**src/rtl/divider2_if.sv**
```systemverilog
// Handshake and operand/result bundle for the sequential 16/8 restoring divider.
// The master drives the request and operands; the slave (divider2) returns results.
interface divider2_if #(parameter int N = 8);
   logic           start;
   logic [2*N-1:0] Dividend;
   logic [N-1:0]   Divisor;
   logic [N-1:0]   Quotient;
   logic [N-1:0]   Remainder;
   logic           error;
   logic           ready;

   modport master (
      output start, Dividend, Divisor,
      input  Quotient, Remainder, error, ready
   );

   modport slave (
      input  start, Dividend, Divisor,
      output Quotient, Remainder, error, ready
   );
endinterface

```
**src/rtl/divider2.sv**
```systemverilog
// Sequential unsigned 2N/N restoring divider with start/ready handshake.
// One quotient bit per cycle; divide-by-zero and quotient overflow are flagged.
module divider2 #(
   parameter int N = 8
) (
   input  logic       clk,
   input  logic       rst_n,
   divider2_if.slave  bus
);

   localparam int CW = $clog2(N);

   typedef enum logic [1:0] {
      IDLE  = 2'd0,
      CALC  = 2'd1,
      FAULT = 2'd2
   } state_t;

   state_t        state_r;
   // R < D always holds between steps, so only N bits of R need storing;
   // the ninth bit appears only in the shifted value.
   logic [N-1:0]  rem_r;
   logic [N-1:0]  quo_r;
   logic [N-1:0]  div_r;
   logic [CW-1:0] cnt_r;
   logic [N-1:0]  quotient_r;
   logic [N-1:0]  remainder_r;
   logic          error_r;
   logic          ready_r;

   logic [N:0]    rem_sh_s;
   logic [N:0]    diff_s;
   logic [N-1:0]  rem_s;
   logic [N-1:0]  quo_s;
   logic          fault_s;

   // Fault detection on the operands presented at the accepting edge.
   always_comb begin
      fault_s = (bus.Divisor == {N{1'b0}}) || (bus.Dividend[2*N-1:N] >= bus.Divisor);
   end

   // One restoring step: shift {R,Q} left, trial-subtract D, restore on borrow.
   always_comb begin
      rem_sh_s = {rem_r, quo_r[N-1]};
      diff_s   = rem_sh_s - {1'b0, div_r};
      if (!diff_s[N]) begin
         rem_s = diff_s[N-1:0];
         quo_s = {quo_r[N-2:0], 1'b1};
      end else begin
         rem_s = rem_sh_s[N-1:0];
         quo_s = {quo_r[N-2:0], 1'b0};
      end
   end

   // Control FSM, datapath registers and registered outputs.
   always_ff @(posedge clk or negedge rst_n) begin
      if (!rst_n) begin
         state_r     <= IDLE;
         rem_r       <= {N{1'b0}};
         quo_r       <= {N{1'b0}};
         div_r       <= {N{1'b0}};
         cnt_r       <= {CW{1'b0}};
         quotient_r  <= {N{1'b0}};
         remainder_r <= {N{1'b0}};
         error_r     <= 1'b0;
         ready_r     <= 1'b1;
      end else begin
         case (state_r)
            IDLE: begin
               if (bus.start) begin
                  div_r   <= bus.Divisor;
                  rem_r   <= bus.Dividend[2*N-1:N];
                  quo_r   <= bus.Dividend[N-1:0];
                  cnt_r   <= {CW{1'b0}};
                  error_r <= 1'b0;
                  ready_r <= 1'b0;
                  state_r <= fault_s ? FAULT : CALC;
               end
            end
            CALC: begin
               rem_r <= rem_s;
               quo_r <= quo_s;
               cnt_r <= cnt_r + CW'(1);
               if (cnt_r == CW'(N - 1)) begin
                  quotient_r  <= quo_s;
                  remainder_r <= rem_s;
                  ready_r     <= 1'b1;
                  state_r     <= IDLE;
               end
            end
            FAULT: begin
               quotient_r  <= {N{1'b1}};
               remainder_r <= {N{1'b1}};
               error_r     <= 1'b1;
               ready_r     <= 1'b1;
               state_r     <= IDLE;
            end
            default: begin
               ready_r <= 1'b1;
               state_r <= IDLE;
            end
         endcase
      end
   end

   assign bus.Quotient  = quotient_r;
   assign bus.Remainder = remainder_r;
   assign bus.error     = error_r;
   assign bus.ready     = ready_r;

endmodule

```
**src/flat_wrapper.sv**
```systemverilog
// flat-port wrapper written by rule: the top's interface ports become plain ports
module divider2_flat 
#(
   parameter int N = 8
)
  (clk, rst_n, bus_start, bus_Dividend, bus_Divisor, bus_Quotient, bus_Remainder, bus_error, bus_ready);
  divider2_if #(.N(N)) bus_i ();
  input  logic clk;
  input  logic rst_n;
  input wire logic [$bits(bus_i.start)-1:0] bus_start;
  input wire logic [$bits(bus_i.Dividend)-1:0] bus_Dividend;
  input wire logic [$bits(bus_i.Divisor)-1:0] bus_Divisor;
  output wire logic [$bits(bus_i.Quotient)-1:0] bus_Quotient;
  output wire logic [$bits(bus_i.Remainder)-1:0] bus_Remainder;
  output wire logic [$bits(bus_i.error)-1:0] bus_error;
  output wire logic [$bits(bus_i.ready)-1:0] bus_ready;
  assign bus_i.start = bus_start;
  assign bus_i.Dividend = bus_Dividend;
  assign bus_i.Divisor = bus_Divisor;
  assign bus_Quotient = bus_i.Quotient;
  assign bus_Remainder = bus_i.Remainder;
  assign bus_error = bus_i.error;
  assign bus_ready = bus_i.ready;
  divider2 #(.N(N)) u_core (.clk(clk), .rst_n(rst_n), .bus(bus_i));
endmodule
```
**config.mk**
```make
export PLATFORM = sky130hd
export DESIGN_NAME = divider2_flat
export DESIGN_NICKNAME = d
export VERILOG_FILES = /design/src/rtl/divider2_if.sv /design/src/rtl/divider2.sv /design/src/flat_wrapper.sv
export SDC_FILE = /design/constraint.sdc
export NUM_CORES = 1
export LEC_CHECK = 0
export ABC_AREA = 1
export CORE_UTILIZATION = 50
export CTS_CLUSTER_DIAMETER = 150
export DETAILED_ROUTE_END_ITERATION = 8
export GPL_ROUTABILITY_DRIVEN = 0
export PLACE_DENSITY = 0.76
export SYNTH_ARGS = -nofsm -noshare
export SYNTH_HDL_FRONTEND = slang
export SYNTH_SLANG_ARGS = --single-unit
export TNS_END_PERCENT = 30
```
**constraint.sdc**
```tcl
create_clock -name clk -period 2.8 [get_ports clk]
set_input_delay 0.42 -clock clk [delete_from_list [all_inputs] [get_ports clk]]
set_output_delay 0.42 -clock clk [all_outputs]
set_load 0.01 [all_outputs]
```
==> metrics.md, run 1 <==
| Metric | Value |
|---|---|
| Grt ovf | `0` |
| I/O pin count | `45` |
| Share of the synthesized area in the top cell type | `41.97%` |
| DR DRC count | `0` |
| Yosys top cell by area | `dfrtp_1` |
| Rows | `26` |
| Skew final | `5.471 ps` |
| Pin slew with the least headroom to its limit | `986.3 ps` |
| Final-report setup violation count | `0` |
| Post-Synth Simple-Gate Area | `31.43%` |
| Critical path type | `register to register` |
| DPL Wire Length | `4475 um` |
| Max-cap violations | `0` |
| Post-place setup slack | `729.2 ps` |
| Largest family of logic cells by synthesized area | `simple AND/OR/NAND/NOR gates` |
| Post-Synth Adder-Cell Area | `8.942%` |
| Minimum clock period | `2077 ps` |
| Compound-cell area share of the yosys netlist | `8.257%` |
| Initial Util | `52.69%` |
| Core Region | `5205 sq um` |
| Main synth FF type | `dfrtp_1` |
| Largest net degree at the start of global routing | `48` |
| Pwr/cell area | `1306 nW/um^2` |
| # resized after CTS | `0` |
| Syn. warnings | `0` |
| Synthesized area | `2743 sq um` |
| Die footprint | `5785 sq um` |
| Die height | `76.06 um` |
| Max-slew violation count | `0` |
| Worst setup EP type | `register` |
| Vias per cell | `5.091` |
| Count of cell types in the netlist | `27` |
| CP Max Fanout | `9` |
| Worst-Skew Late Latency | `310 ps` |
| Hold Vio Cnt, Final | `0` |
| CTS clk-pin slew, worst paths | `90 ps` |
| Initial antenna violation count | `0` |
| Hold Path Class | `input pin to async pin` |
| Top cells by area, synth | `dfrtp_1 42%, nand2_1 19%, ha_1 8.2%, nand3_1 6.4%, inv_1 5.7%` |
| CTS Buf Count | `5` |
| Cell with the most instances after synthesis | `nand2_1` |
| Clock buffer depth | `2` |
| DR pass1 iterations | `4` |
| Slowest CP cell | `fa_1` |
| Top Metal Used | `met4` |
| M1 wire length | `2889 um` |
| CP required | `3000 ps` |
| Cell Chain, Critical Path | `inv_1, ha_1, inv_1, fa_1, nand2_1, nand2_1, nand3_2, nand2_2, nand2_1, nand2_4, nand2_1, nand3_1, nand2_1, nand2_1` |
| Max incr delay on CP | `420 ps` |
| Post-CTS Setup Inserts | `0` |
| Vias | `2,408` |
| Number of synthesized flops with an enable pin | `0` |
| Area Growth Syn to Fin | `22.58%` |
| CTS root buffer | `clkbuf_8` |
| Vias in the first global route | `2,294` |
| Cell count after synthesis | `358` |
| Final WL | `5922 um` |
| Met3 routed WL | `243 um` |
| Fraction of layout cells with a size suffix above 1 | `7.196%` |
| Worst vdd ir | `0.6281 mV` |
| # nets final | `448` |
| Fin crit share | `74.18%` |
| Post-DR wirelength/cell | `12.52 um` |
| Post-Synth XOR/XNOR Area | `0.9580%` |
| Synth Register Bits | `47` |
| Mapped Nets | `404` |
| Post-synth top cells | `137 x nand2_1, 46 x dfrtp_1, 42 x inv_1` |
| WL met2 | `2729 um` |
| Number of inserted diodes | `0` |
| Worst path arrival time | `2280 ps` |
| Asr flop ratio synth | `100.0%` |
| CP dominant cell by count | `nand2_1` |
| Post-synthesis mux area share | `0%` |
| Number of port buffers | `44` |
| Status | `finished, final reports clean` |
| Worst slew margin | `34.25%` |
| Slack of the critical path | `723.0 ps` |
| R2R cell count | `14` |
| Startpoint Class | `register` |
| Fillers | `477` |
| First-pass GRT wire length | `10,560 um` |
| Clock sinks | `47` |
| Remaining antenna violation count after routing | `0` |
| GRT Total Usage | `22.64%` |
| Initial DRC Count | `181` |
| Setup TNS | `0 ps` |
| Leak | `1.765 nW` |
| Fmax | `481.5 MHz` |
| RSZ-0062 raised after global routing | `false` |
| H-tree depth | `2` |
| Mean post-synth cell area | `7.661 sq um` |
| CTS tree | `built` |
| Register area share after synthesis | `42.93%` |
| Die width | `76.06 um` |
| CTS Hold Buffers Added | `0` |
[sequential cells by signal (all words and copies together) (netlist names)]
signal / flops
u_core.div_r: 8
u_core.state_r: 2
u_core.rem_r: 8
u_core.bus.ready: 1
u_core.bus.Quotient: 8
u_core.quo_r: 8
u_core.bus.Remainder: 8
u_core.cnt_r: 3
u_core.bus.error: 1
[metal layers]
metal | GRT usage (%) | up-vias
li1 | - | 1245
met1 | 31.44 | 1093
met2 | 36.64 | 65
met3 | 4.072 | 5
met4 | 5.962 | 0
met5 | 0 | -
[metrics by stage]
| step | power, mW | area, sq um | std cells | utilization [%] | hold slack (ps) |
|---|---|---|---|---|---|
| after floorplan | 3.077 | 2743 | 358 | - | 124.4 |
| after global placement | 3.759 | 3241 | 465 | 62.26 | 452.5 |
| after detailed placement | 3.840 | 3241 | 465 | 62.26 | 465.8 |
| after CTS | 4.392 | 3362 | 473 | 64.59 | 309.5 |
| after global routing | 4.832 | 3362 | 473 | 64.59 | 362.4 |
| final | 4.389 | 3362 | 473 | 64.59 | 263.1 |
[path summary, 6_finish.rpt]
| kind | start | to | slack, ps |
|---|---|---|---|
| setup / recovery | u_core.quo_r[7] | u_core.bus.Remainder[2] | 720 |
| hold / removal | rst_n | u_core.quo_r[4] | 260 |
| setup reg to reg | u_core.quo_r[7] | u_core.bus.Remainder[2] | 720 |
| hold reg to reg | u_core.bus.Remainder[3] | u_core.bus.Remainder[3] | 480 |
| max in group asynchronous | rst_n | u_core.div_r[6] | 1920 |
| min in group clk | u_core.bus.Remainder[3] | u_core.bus.Remainder[3] | 480 |
[kinds of logic after synthesis]
family / count (synthesis)
compound gates: 38
xor+xnor: 3
fa+ha+maj: 19
buf+inv: 53
flops: 47
simple gates: 198
[where the power goes]
group | switching [mW] | internal [mW]
Clock | 0.238 | 0.294
Sequential | 0.205 | 1.01
Combinational | 1.60 | 1.04
Total | 2.04 | 2.35
[area by class of cell]
cell class | count | area, sq um | share of cell area, %
flip-flops and latches | 47 | 1177 | 35.02
clock buffers | 6 | 82.58 | 2.456
well taps | 70 | 87.58 | 2.605
clock inverters | 2 | 38.79 | 1.154
repair buffers | 46 | 450.4 | 13.40
multi-input cells | 258 | 1360 | 40.45
inverters | 44 | 165.2 | 4.913
[worst max-delay path, delay by kind of cell, from the launching register on]
family	cells	cell delay, ps
DFF	1	390
adders and majority gates	2	560
buffers and inverters	2	130
and+or+nand+nor	10	890
[cells in the final DEF (no fill, tap or decap), drive strengths merged]
master,synthesis,layout
a21oi,11,11
o21ai,16,16
clkdlybuf4s50,0,43
ha,18,18
nor2,10,10
buf,5,3
o211ai,7,7
or2,1,1
dfrtp,46,46
fa,1,1
nand2,146,146
nor4,2,2
a22o,2,2
inv,44,45
nand4,2,2
dfstp,1,1
bufinv,0,1
a221o,1,1
a211oi,1,1
nand3,37,37
clkbuf,4,6
xor2,3,3
No activity file was read; power rests on OpenSTA's default activity.
==> inputs of run 2 (changes only) <==
clock period = 2.1 ns   (was 2.8 ns; I/O delays follow)
==> run 2 against run 1 <==
Largest power group unchanged. Cell area is 4.8% higher. Sequential power is 36% higher. Cell count is 1.5% higher. Via count is 1.6% higher. First-iteration DRC count is 17% higher.
==> metrics.md, run 2 (same netlist as run 1, synthesis figures left out) <==
| Metric | Value |
|---|---|
| R2R cell count | `14 (unchanged)` |
| Total Power | `6.273 mW (+43%)` |
| I/O pin count | `45 (unchanged)` |
| Multi-input gate area | `1466 sq um (+7.8%)` |
| Number of inserted diodes | `0 (unchanged)` |
| Placed instance count | `469 (+0.86%)` |
| Leak | `1.860 nW (+5.4%)` |
| Setup TNS | `0 ps (unchanged)` |
| Max incr delay on CP | `420 ps (about the same)` |
| GRT Total Usage | `23.33% (+0.69 points)` |
| Die width | `76.06 um (unchanged)` |
| Fmax | `486.4 MHz (+1.0%)` |
| WP buf/inv | `2 (unchanged)` |
| CP required | `2300 ps (-700 ps)` |
| Worst slew margin | `69.20% (+35 points)` |
| H-tree depth | `2 (unchanged)` |
| Rows | `26 (unchanged)` |
| Vias in the first global route | `2,430 (+5.9%)` |
| Number of port buffers | `44 (unchanged)` |
| First-pass GRT wire length | `10,850 um (+2.8%)` |
| DPL Wire Length | `4636 um (+3.6%)` |
| Remaining antenna violation count after routing | `0 (unchanged)` |
| Vias | `2,446 (+1.6%)` |
| RSZ-0062 raised after global routing | `true` |
| Delay-heaviest family, CP | `simple AND/OR/NAND/NOR gates` |
| Commonest non-fill, non-tap cell in the layout | `nand2_1` |
| Vias per cell | `5.096 (about the same)` |
| Slowest CP cell | `dfrtp_1` |
| Hold_ws | `477.4 ps (+214.3 ps)` |
| Initial antenna violation count | `0 (unchanged)` |
| Flop2flop setup slack | `40 ps (-680 ps)` |
| Area Growth Syn to Fin | `28.47%` |
| Die footprint | `5785 sq um (unchanged)` |
| # nets final | `455 (+1.6%)` |
| Worst R2R Start | `u_core.quo_r[7]` |
| Worst-Skew Late Latency | `310 ps (about the same)` |
| Initial DRC Count | `212 (+17%)` |
| DR pass1 iterations | `4 (unchanged)` |
| FF-to-FF End | `u_core.bus.Remainder[3]` |
| Clock sinks | `47 (unchanged)` |
| Seq. cell area | `1177 sq um (unchanged)` |
| Hold Vio Cnt, Final | `0 (unchanged)` |
| Max-cap violations | `0 (unchanged)` |
| Fillers | `439 (-8.0%)` |
| Final-report setup violation count | `0 (unchanged)` |
| CP Max Fanout | `8 (-1)` |
| Startpoint Class | `register` |
| Clock buffer depth | `2 (unchanged)` |
| CTS root buffer | `clkbuf_8` |
| Commonest non-fill, non-tap cells in the layout | `126 x nand2_1, 46 x dfrtp_1, 43 x clkdlybuf4s50_1` |
| Hold Path Class | `input pin to async pin` |
| CP dominant cell by count | `nand2_1` |
| Minimum clock period | `2056 ps (-21.04 ps)` |
| Cell Chain, Critical Path | `inv_2, ha_4, inv_2, fa_2, nand2_1, nand2_1, nand3_2, nand2_2, nand2_4, nand2_8, nand2_2, nand3_1, nand2_1, nand2_1` |
| Skew final | `10.65 ps (+5.182 ps)` |
| Worst path arrival time | `2250 ps (-30 ps)` |
| Finished Layout Cells | `480 (+1.5%)` |
| Core Region | `5205 sq um (unchanged)` |
| Pin slew with the least headroom to its limit | `461.0 ps (-525.3 ps)` |
| Fraction of layout cells with a size suffix above 1 | `13.17% (+6.0 points)` |
| Final WL | `6297 um (+6.3%)` |
| CTS tree | `built` |
| Post-DR wirelength/cell | `13.12 um (+4.8%)` |
| Status | `finished, final reports clean` |
| Final core utilization | `67.69% (+3.1 points)` |
| CTS Buf Count | `5 (unchanged)` |
| Worst vdd ir | `0.6439 mV (+2.5%)` |
| Critical path origin | `u_core.quo_r[7]` |
| CTS clk-pin slew, worst paths | `90 ps (about the same)` |
| Max-slew violation count | `0 (unchanged)` |
| Grt ovf | `0 (unchanged)` |
| Worst setup EP type | `register` |
| Fin crit share | `97.90% (+24 points)` |
| Initial Util | `52.69% (unchanged)` |
| DR DRC count | `0 (unchanged)` |
| Die height | `76.06 um (unchanged)` |
| Critical path type | `register to register` |
| Largest net degree at the start of global routing | `21 (-56%)` |
| Pwr/cell area | `1780 nW/um^2 (+36%)` |
==> run 2: worst max-delay path by stage <==
stage | to | slack (ps) | depth (start not counted)
final | u_core.bus.Remainder[3] | 40 | 14
after global routing | u_core.bus.Remainder[1] | -50 | 14
after CTS | u_core.bus.Remainder[6] | 80 | 14
after detailed placement | u_core.state_r[0] | 100 | 8
after global placement | u_core.bus.Remainder[6] | 160 | 14
after floorplan | u_core.bus.Remainder[6] | 280 | 14
==> run 2: metal layers <==
metal	vias to the layer above	wire length [um]	track usage (%)
met5	-	0	0
met4	0	67	5.962
met3	6	296	4.671
met2	78	2915	37.45
met1	1112	3018	32.47
li1	1250	-	-
==> run 2: timing repair <==
action                     in CTS  in global routing
hold endpoints to repair       16                  0
gates resized for setup         0                 28
setup buffers                   0                  2
hold buffers                    1                  0
setup endpoints to repair       0                 16
==> run 2: per-stage QoR <==
step / worst slack [ps] / instance area (sq um)
after floorplan: 275.1 / 2743
after global placement: 158.0 / 3271
after detailed placement: 99.95 / 3271
after CTS: 79.47 / 3402
after global routing: -52.25 / 3523
final: 44.07 / 3523
==> run 2: final cells by class <==
class / count / area share (%)
sequential: 47 / 33.42
inverter: 44 / 4.687
tap: 70 / 2.486
timing repair buffer: 53 / 14.35
clock inverter: 2 / 1.101
clock buffer: 6 / 2.344
multi-input combinational: 258 / 41.62
==> run 2: power by group <==
group	leakage (nW)	internal, mW	total (mW)	switching (mW)
clock network	0.0618	0.392	0.710	0.319
logic	1.22	1.56	3.90	2.34
registers	0.575	1.35	1.66	0.314
